--- config.mk ---
export PLATFORM = sky130hd
export DESIGN_NAME = uart_bus_arbiter
export DESIGN_NICKNAME = d
export VERILOG_FILES = /design/src/rtl/uart_arb_pkg.sv /design/src/rtl/uart_arb_rr.sv /design/src/rtl/uart_bus_arbiter.sv
export SDC_FILE = /design/constraint.sdc
export NUM_CORES = 1
export LEC_CHECK = 0
export ABC_AREA = 1
export ABC_CLOCK_PERIOD_IN_PS = 2800
export CAP_MARGIN = 10
export CORE_AREA = 2 2 118 120
export CTS_CLUSTER_DIAMETER = 100
export CTS_CLUSTER_SIZE = 28
export DETAILED_ROUTE_END_ITERATION = 10
export DIE_AREA = 0 0 120 122
export GPL_TIMING_DRIVEN = 0
export PLACE_DENSITY = 0.64
export SLEW_MARGIN = 30
export SYNTH_ARGS = -nofsm -noshare
export SYNTH_HDL_FRONTEND = slang
export SYNTH_HIERARCHICAL = 1
export SYNTH_SLANG_ARGS = --single-unit
--- constraint.sdc ---
create_clock -name sys_clk -period 2.8 [get_ports sys_clk]
set_input_delay 0.56 -clock sys_clk [delete_from_list [all_inputs] [get_ports sys_clk]]
set_output_delay 0.56 -clock sys_clk [all_outputs]
set_load 0.1 [all_outputs]
--- src/rtl/uart_arb_pkg.sv ---
// Shared definitions for the two-master UART register-port arbiter.
package uart_arb_pkg;

   // Width of the BUSY stall counter.
   localparam int CNT_W = 16;

   // Arbiter sequencing states.
   typedef enum logic [1:0] {
      IDLE  = 2'd0,
      BUSY  = 2'd1,
      RDATA = 2'd2
   } arb_state_e;

   // One-hot grant encodings; bit 0 is m0, bit 1 is m1.
   localparam logic [1:0] GNT_NONE = 2'b00;
   localparam logic [1:0] GNT_M0   = 2'b01;
   localparam logic [1:0] GNT_M1   = 2'b10;

endpackage

--- src/rtl/uart_arb_rr.sv ---
// Combinational 2-way picker: lock owner first, then the priority pointer,
// then whichever master is left.
module uart_arb_rr
   import uart_arb_pkg::*;
(
   input  logic [1:0] req_i,         // {m1_stb, m0_stb}
   input  logic       ptr_i,         // 0 = m0 favoured, 1 = m1 favoured
   input  logic [1:0] lock_owner_i,  // one-hot master holding the lock, or 00
   output logic [1:0] win_o          // one-hot winner, 00 when nobody requests
);

   logic [1:0] locked_req;

   assign locked_req = lock_owner_i & req_i;

   // Pick the winner in strict precedence order.
   always_comb begin
      win_o = GNT_NONE;
      if (locked_req != GNT_NONE) begin
         win_o = locked_req;
      end else if (req_i[ptr_i]) begin
         win_o = ptr_i ? GNT_M1 : GNT_M0;
      end else if (req_i[!ptr_i]) begin
         win_o = ptr_i ? GNT_M0 : GNT_M1;
      end
   end

endmodule

--- src/rtl/uart_bus_arbiter.sv ---
// Shares the single UART register port between the CPU (m0) and the
// boot/debug loader (m1): round-robin grant, per-master lock, registered
// read-data return and a stall timeout that reports err.
//
// Handshake: a master raises stb with we/adr/dat (and lock) stable and holds
// them until it sees a one-cycle ack or err. Writes complete in the cycle the
// slave acks; reads complete one cycle later, when the slave's registered
// data is returned with ack. Dropping stb before completion aborts silently.
module uart_bus_arbiter
   import uart_arb_pkg::*;
#(
   parameter int unsigned TIMEOUT  = 65535,
   parameter bit          M0_FIRST = 1'b1
) (
   input  logic        sys_clk,
   input  logic        sys_rst,
   input  logic        m0_stb_i,
   input  logic        m0_we_i,
   input  logic [31:0] m0_adr_i,
   input  logic [31:0] m0_dat_i,
   input  logic        m0_lock_i,
   output logic [31:0] m0_dat_o,
   output logic        m0_ack_o,
   output logic        m0_err_o,
   input  logic        m1_stb_i,
   input  logic        m1_we_i,
   input  logic [31:0] m1_adr_i,
   input  logic [31:0] m1_dat_i,
   input  logic        m1_lock_i,
   output logic [31:0] m1_dat_o,
   output logic        m1_ack_o,
   output logic        m1_err_o,
   output logic        s_stb_o,
   output logic        s_we_o,
   output logic [31:0] s_adr_o,
   output logic [31:0] s_dat_o,
   input  logic [31:0] s_dat_i,
   input  logic        s_ack_i,
   output logic [1:0]  gnt_o
);

   // Last stall cycle before the access is abandoned.
   localparam logic [CNT_W-1:0] TMO_LAST = CNT_W'(TIMEOUT - 1);

   arb_state_e       state_q;
   logic [1:0]       gnt_q;
   logic             ptr_q;
   logic [1:0]       lock_q;
   logic [CNT_W-1:0] cnt_q;

   logic [1:0]  req;
   logic [1:0]  win;
   logic        g_stb;
   logic        g_we;
   logic [31:0] g_adr;
   logic [31:0] g_dat;
   logic        g_lock;
   logic        busy;
   logic        abort;
   logic        wr_done;
   logic        rd_go;
   logic        rd_done;
   logic        tmo;

   assign req = {m1_stb_i, m0_stb_i};

   uart_arb_rr u_rr (
      .req_i        (req),
      .ptr_i        (ptr_q),
      .lock_owner_i (lock_q),
      .win_o        (win)
   );

   // Route the granted master's request fields; all zero with no grant.
   always_comb begin
      g_stb  = 1'b0;
      g_we   = 1'b0;
      g_adr  = '0;
      g_dat  = '0;
      g_lock = 1'b0;
      case (gnt_q)
         GNT_M0: begin
            g_stb  = m0_stb_i;
            g_we   = m0_we_i;
            g_adr  = m0_adr_i;
            g_dat  = m0_dat_i;
            g_lock = m0_lock_i;
         end
         GNT_M1: begin
            g_stb  = m1_stb_i;
            g_we   = m1_we_i;
            g_adr  = m1_adr_i;
            g_dat  = m1_dat_i;
            g_lock = m1_lock_i;
         end
         default: ;
      endcase
   end

   assign busy    = (state_q == BUSY);
   assign abort   = busy & ~g_stb;
   assign wr_done = busy & g_stb & s_ack_i & g_we;
   assign rd_go   = busy & g_stb & s_ack_i & ~g_we;
   assign tmo     = busy & g_stb & ~s_ack_i & (cnt_q == TMO_LAST);
   assign rd_done = (state_q == RDATA);

   // The slave strobe is only live in BUSY, so a read pops the FIFO once.
   assign s_stb_o = busy & g_stb;
   assign s_we_o  = g_we;
   assign s_adr_o = g_adr;
   assign s_dat_o = g_dat;
   assign gnt_o   = gnt_q;

   // Completion pulses reach only the granted master.
   assign m0_ack_o = gnt_q[0] & (wr_done | rd_done);
   assign m1_ack_o = gnt_q[1] & (wr_done | rd_done);
   assign m0_err_o = gnt_q[0] & tmo;
   assign m1_err_o = gnt_q[1] & tmo;
   assign m0_dat_o = (gnt_q[0] & rd_done) ? s_dat_i : '0;
   assign m1_dat_o = (gnt_q[1] & rd_done) ? s_dat_i : '0;

   // Access sequencer: arbitrate, track the stall count and update the
   // lock/pointer bookkeeping on each completion.
   always_ff @(posedge sys_clk or posedge sys_rst) begin
      if (sys_rst) begin
         state_q <= IDLE;
         gnt_q   <= GNT_NONE;
         ptr_q   <= M0_FIRST ? 1'b0 : 1'b1;
         lock_q  <= GNT_NONE;
         cnt_q   <= '0;
      end else begin
         case (state_q)
            IDLE: begin
               cnt_q <= '0;
               // A lock owner that is not asking gives its lock up.
               if ((lock_q & req) == GNT_NONE) begin
                  lock_q <= GNT_NONE;
               end
               if (win != GNT_NONE) begin
                  gnt_q   <= win;
                  state_q <= BUSY;
               end
            end
            BUSY: begin
               if (abort) begin
                  state_q <= IDLE;
                  gnt_q   <= GNT_NONE;
                  cnt_q   <= '0;
               end else if (wr_done || tmo) begin
                  state_q <= IDLE;
                  gnt_q   <= GNT_NONE;
                  cnt_q   <= '0;
                  lock_q  <= g_lock ? gnt_q : GNT_NONE;
                  if (!g_lock) begin
                     ptr_q <= gnt_q[0];
                  end
               end else if (rd_go) begin
                  state_q <= RDATA;
               end else begin
                  cnt_q <= cnt_q + CNT_W'(1);
               end
            end
            RDATA: begin
               state_q <= IDLE;
               gnt_q   <= GNT_NONE;
               cnt_q   <= '0;
               lock_q  <= g_lock ? gnt_q : GNT_NONE;
               if (!g_lock) begin
                  ptr_q <= gnt_q[0];
               end
            end
            default: begin
               state_q <= IDLE;
               gnt_q   <= GNT_NONE;
            end
         endcase
      end
   end

endmodule

## Word-level counts from Yosys, hierarchy flattened

Index checks and enable logic that the tools add are counted.

- Bitwise gates (word level): 18
- Magnitude comparators: 2
- Multiplexer cells: 38
- Eq/ne operators: 12
- Add/sub/neg operators: 1
- Reductions and logical operators: 15

Operators with widths:

| operator | count |
|---|---|
| $pmux W32 S2 | 2 |
| $mux W32 | 2 |
| $mux W16 | 3 |
| $mux W2 | 16 |
| $pmux W16 S2 | 1 |
| $add A16 B1 Y16 const B | 1 |
| $eq A16 B16 Y1 const B | 1 |
| $and A1 B1 Y1 | 13 |
| $pmux W1 S2 | 4 |
| $pmux W2 S2 | 2 |
| $reduce_bool A2 Y1 | 4 |
| $mux W1 | 7 |
| $ne A2 B2 Y1 const B | 3 |
| $pmux W2 S3 | 1 |
| $reduce_and A2 Y1 | 3 |
| $eq A2 B1 Y1 const B | 2 |
| $eq A2 B2 Y1 const B | 2 |
| $logic_not A2 Y1 | 2 |
| $lt A1 B2 Y1 const B | 2 |
| $ne A4 B1 Y1 const B | 1 |
| $ne A4 B3 Y1 const B | 1 |
| $reduce_and A4 Y1 | 1 |
| $ne A3 B1 Y1 const B | 1 |
| $not A1 Y1 | 3 |
| 8 further kinds | 8 |

- Bits in registers: 23
- Output and inout port bits: 136
- Input bits: 169
- Logic and storage cells: 91

## Logic depth before layout (Yosys ltp)

- Depth after elaboration: 9
- Gate-level depth with buffers: 12
- Depth with buffers taken out: 12

## By module

The synthesis kept the hierarchy.

By module, submodules not included:

| module | seq. area each (µm²) | area each (µm²) | times used | cells each |
|---|---|---|---|---|
| uart_bus_arbiter | 575.6 | 2,984.1 | 1 | 555 |
| uart_arb_rr | 0.0 | 36.3 | 1 | 9 |

## Worst setup path after synthesis

OpenSTA, ideal clock, no wires.

- Path kind: register -> output
- Start point: register gnt_q[0], in the netlist gnt_o[0]
- End point: output port m0_ack_o
- Arrival: 3.776 ns
- Slack: -1.536 ns
- Data required time: 2.240 ns
- Buffers on the path: 0
- Stages on the path, launching flop included: 8
- Cells stage by stage: dfrtp_1 -> inv_1 -> ha_1 -> inv_2 -> nand2_1 -> inv_2 -> nand3_4 -> a21oi_1

- Elaborated cells on any way between the ends: 9
- Those cells by class: eq/ne (2); mux (2); bitwise (5)

RTL lines:

| element | line | RTL |
|---|---|---|
| start, declared | uart_bus_arbiter.sv:46 | `logic [1:0] gnt_q;` |
| start signal, assigned | uart_bus_arbiter.sv:140 | `gnt_q <= win;` |
| $eq A2 B2 Y1 or $eq A2 B1 Y1 (tied branches) | uart_bus_arbiter.sv:81 | `case (gnt_q)` |
| $pmux W1 S2 * | uart_bus_arbiter.sv:81 |  |
| via s_we_o | uart_bus_arbiter.sv:34 | `output logic s_we_o,` |
| $and A1 B1 Y1 * | uart_bus_arbiter.sv:102 | `assign wr_done = busy & g_stb & s_ack_i & g_we;` |
| $or A1 B1 Y1 * | uart_bus_arbiter.sv:115 | `assign m0_ack_o = gnt_q[0] & (wr_done \| rd_done);` |
| $and A1 B1 Y1 * | uart_bus_arbiter.sv:115 |  |
| end, declared | uart_bus_arbiter.sv:23 | `output logic m0_ack_o,` |

The timed path passes the listed nets; every way through them passes the cells marked *.

## Final worst setup path

- Start point: input port m1_stb_i
- End point: output port m0_ack_o

- Longest elaborated chain between the ends: 6

RTL lines:

| element | line | RTL |
|---|---|---|
| start, declared | uart_bus_arbiter.sv:25 | `input logic m1_stb_i,` |
| $pmux W1 S2 | uart_bus_arbiter.sv:81 |  |
| $and A1 B1 Y1 (3 in series) | uart_bus_arbiter.sv:102 |  |
| $or A1 B1 Y1 | uart_bus_arbiter.sv:115 |  |
| $and A1 B1 Y1 | uart_bus_arbiter.sv:115 |  |

Every way passes these cells.

==> impl_metrics.toml <==
[outcome]
status = "finished clean"

[clock_network]
clock_buffers_created_by_tritoncts = 3
cts.htree.levels = 1
max_clock_buf_depth = 2
root_buffer = "clkbuf_16"
tritoncts = "yes"
worst_skew_pair.late_latency_ns = 0.26
numClockSinks = 23
path_clk_slew_ns = 0.06

[timing]
report.final.slew_viol_count = 0
minimum_period_implied_by_the_final_worst_setup_slack_ns = 2.71
finalSetupViolations = 0
worst_pin_slew_ns = 1.00
peak_clock_frequency_supported_by_timing_ghz = 0.368
finalHoldViolCount = 0
slew-limit-headroom_pct = 32.9
fin_tns_setup_ns = 0
final.period_utilization_pct = 97.0
hold_slack_ns = 0.508
clock-skew-final_ns = 0.00378

[logic_synthesis]
synth-edff-count = 0
post_synth_inst_count = 564
yosys.cell_count.top_type = "nand2_1"
synth-seq-cells = 23
mappedNetlistNets = 741
synth_top_area_cell = "nand2_1"
yosys_most_used_dff = "dfrtp_1"
yosys.area.top_type_share_pct = 26.5
async_flop_share_pct = 100
synth_area_per_cell_um2 = 5.36
synth-seq-area-share_pct = 19.1
yosysWarningCount = 6
synth.area.top_cells = "nand2_1 26%, dfrtp_1 19%, nor2_1 11%"
synthTopCellsByCount = "213 x nand2_1, 92 x nor2_1, 66 x a21oi_1"
ys_types = 29
mapped_area_um2 = 3020

[global_route]
antenna_found_initial = 0
vias_in_the_first_global_route = 4669
largest_net_degree_at_the_start_of_global_routing = 24
grt_pass1_wl_um = 25500
grtUsageTotal_pct = 22.0
grt_overflow_total = 0

[layout]
num-nets-final = 1050
fin_util_pct = 53.4
antenna-diode-count = 0
areaGrowthSynthToFinish_pct = 139
drive_gt1_share_pct = 31.5

[worst_setup_path]
critical_path.startpoint_type = "input pin"
timing.critical_path.to_type = "output port"
timing.critical_path.buf_inv = 2
cp.arrival_ns = 2.15
crit_required_ns = 2.24
critical_path.top_delay_family = "buffers and inverters"
path_common_cell = "nand2_2"
sequence_of_cells_on_the_critical_path = "clkdlybuf4s50_1, nand2_2, nand2_2, nand2_4, nor2_8, nand3_4, a21oi_4, buf_8"
cp_max_fo = 6
crit_slowest_cell = "clkdlybuf4s50_1"
max_stage_delay_ns = 0.57
critPathKind = "input pin to output port"

[floorplanning]
design.portCount = 305
die_area_um2 = 14600
core.rowCount = 43
floorplan.core_area_um2 = 13500
initial_core_util_pct = 22.4
die_h_um = 122
chipWidth_um = 120

[routing]
via_per_inst = 4.51
dr.first_iter.drc_count = 212
detail_route.drc_violations = 0
post_drt_wl_per_cell_um = 16.3
ant_nets = 0
routed_wirelength_um = 17100
via_count = 4747
drtPass1Iterations = 5

[hold_path]
min-delay-path-class = "flop to flop"

[power]
power_leakage_nw = 2.92
vdd.ir_drop.worst_mv = 0.654
power_density_over_the_cells_nw_per_um2 = 905

[placed_design]
detailed_place_hpwl_um = 14700
routabilityCongestion = 0.865
io_buffer_count = 304

[flow_run]
max_cap_violation_count = 0
[registers in the layout, summed over array words and instances, names as in the netlist]
register,cells
lock_q,2
state_q,2
ptr_q,1
cnt_q,16
gnt_o,2
[cell type report]
class,instances,area [um^2]
inverters,63,249
plain buffers,29,231
repair buffers,304,2980
multi-input cells,449,2870
well taps,180,225
fillers,1290,6290
flip-flops and latches,23,583
clock buffers,4,78.8
[placed cells by master (no fill, tap or decap), drive strengths merged]
cell type      instances
nand2                221
clkdlybuf4s50        169
nor2                 100
buf                   94
a21oi                 66
inv                   63
clkdlybuf4s15         28
clkbuf                28
nand3                 26
dfrtp                 23
clkdlybuf4s18         18
o21ai                 11
ha                     8
nand4                  7
nor3                   3
xor2                   3
nand3b                 1
a22o                   1
xnor2                  1
o21bai                 1
[metrics by stage]
step	instance area (um^2)	setup slack, ns	instances	power [mW]
2_1_floorplan	3840	-0.0882	564	4.70
3_3_place_gp	7110	-1.02	1048	6.00
3_5_place_dp	7020	-1.03	1048	5.99
4_1_cts	7200	0.000188	1052	6.45
5_1_grt	7210	-0.000341	1052	6.81
6_report	7210	0.0852	1052	6.53
[cell families after synthesis]
group	after synthesis	share of synthesized area, %
AOI/OAI and AO/OA	79	13.9
DFF	23	19.1
buffers and inverters	92	12.3
and+or+nand+nor	358	50.2
xor gates and xnor gates	4	1.16
adders and majority gates	8	3.31
[power breakdown]
part	switching [mW]	internal [mW]	leakage (nW)	total (mW)
clock	0.117	0.194	0.0382	0.311
sequential	0.0733	0.382	0.312	0.455
combinational	4.26	1.50	2.57	5.76
[worst register-to-register path, stage by stage, from the launching register on]
cell and delay [ns]:
dfrtp_4 0.54, inv_4 0.11, ha_4 0.18, nand2_2 0.06, nand2_2 0.10, nand2_4 0.08, nor2_8 0.16, nand3_4 0.17
nand3_2 0.11, nor2_1 0.06, nor2_4 0.21, nor2_1 0.07
[what timing repair did]
item,in CTS,in global routing
setup endpoints to repair,134,130
buffers inserted,0,0
cloned,0,0
endpoints found under the hold margin,0,0
resized for setup,551,111
hold buffers,0,0
[final timing paths]
check / start / end / slack [ns] / cells past startpoint
max in group asynchronous: sys_rst / gnt_o[1] / 1.77 / 2
min in group asynchronous: sys_rst / cnt_q[4] / 0.65 / 2
worst max-delay path: m1_stb_i / m0_ack_o / 0.09 / 8
worst min register to register: ptr_q / ptr_q / 0.51 / 2
worst max register to register: gnt_o[1] / cnt_q[5] / 0.84 / 11
worst min-delay path: ptr_q / ptr_q / 0.51 / 2
[layer usage]
layer / wire, um / up-vias / global-route usage, % / share of wire (%)
met2: 8740 / 225 / 40.3 / 51
li1: - / 2350 / - / -
met4: 185 / 0 / 2.87 / 1.1
met3: 1480 / 14 / 4.96 / 8.6
met5: 0 / - / 0 / 0
met1: 6700 / 2158 / 26.9 / 39
Note: power is estimated with default switching activity, not from simulation.
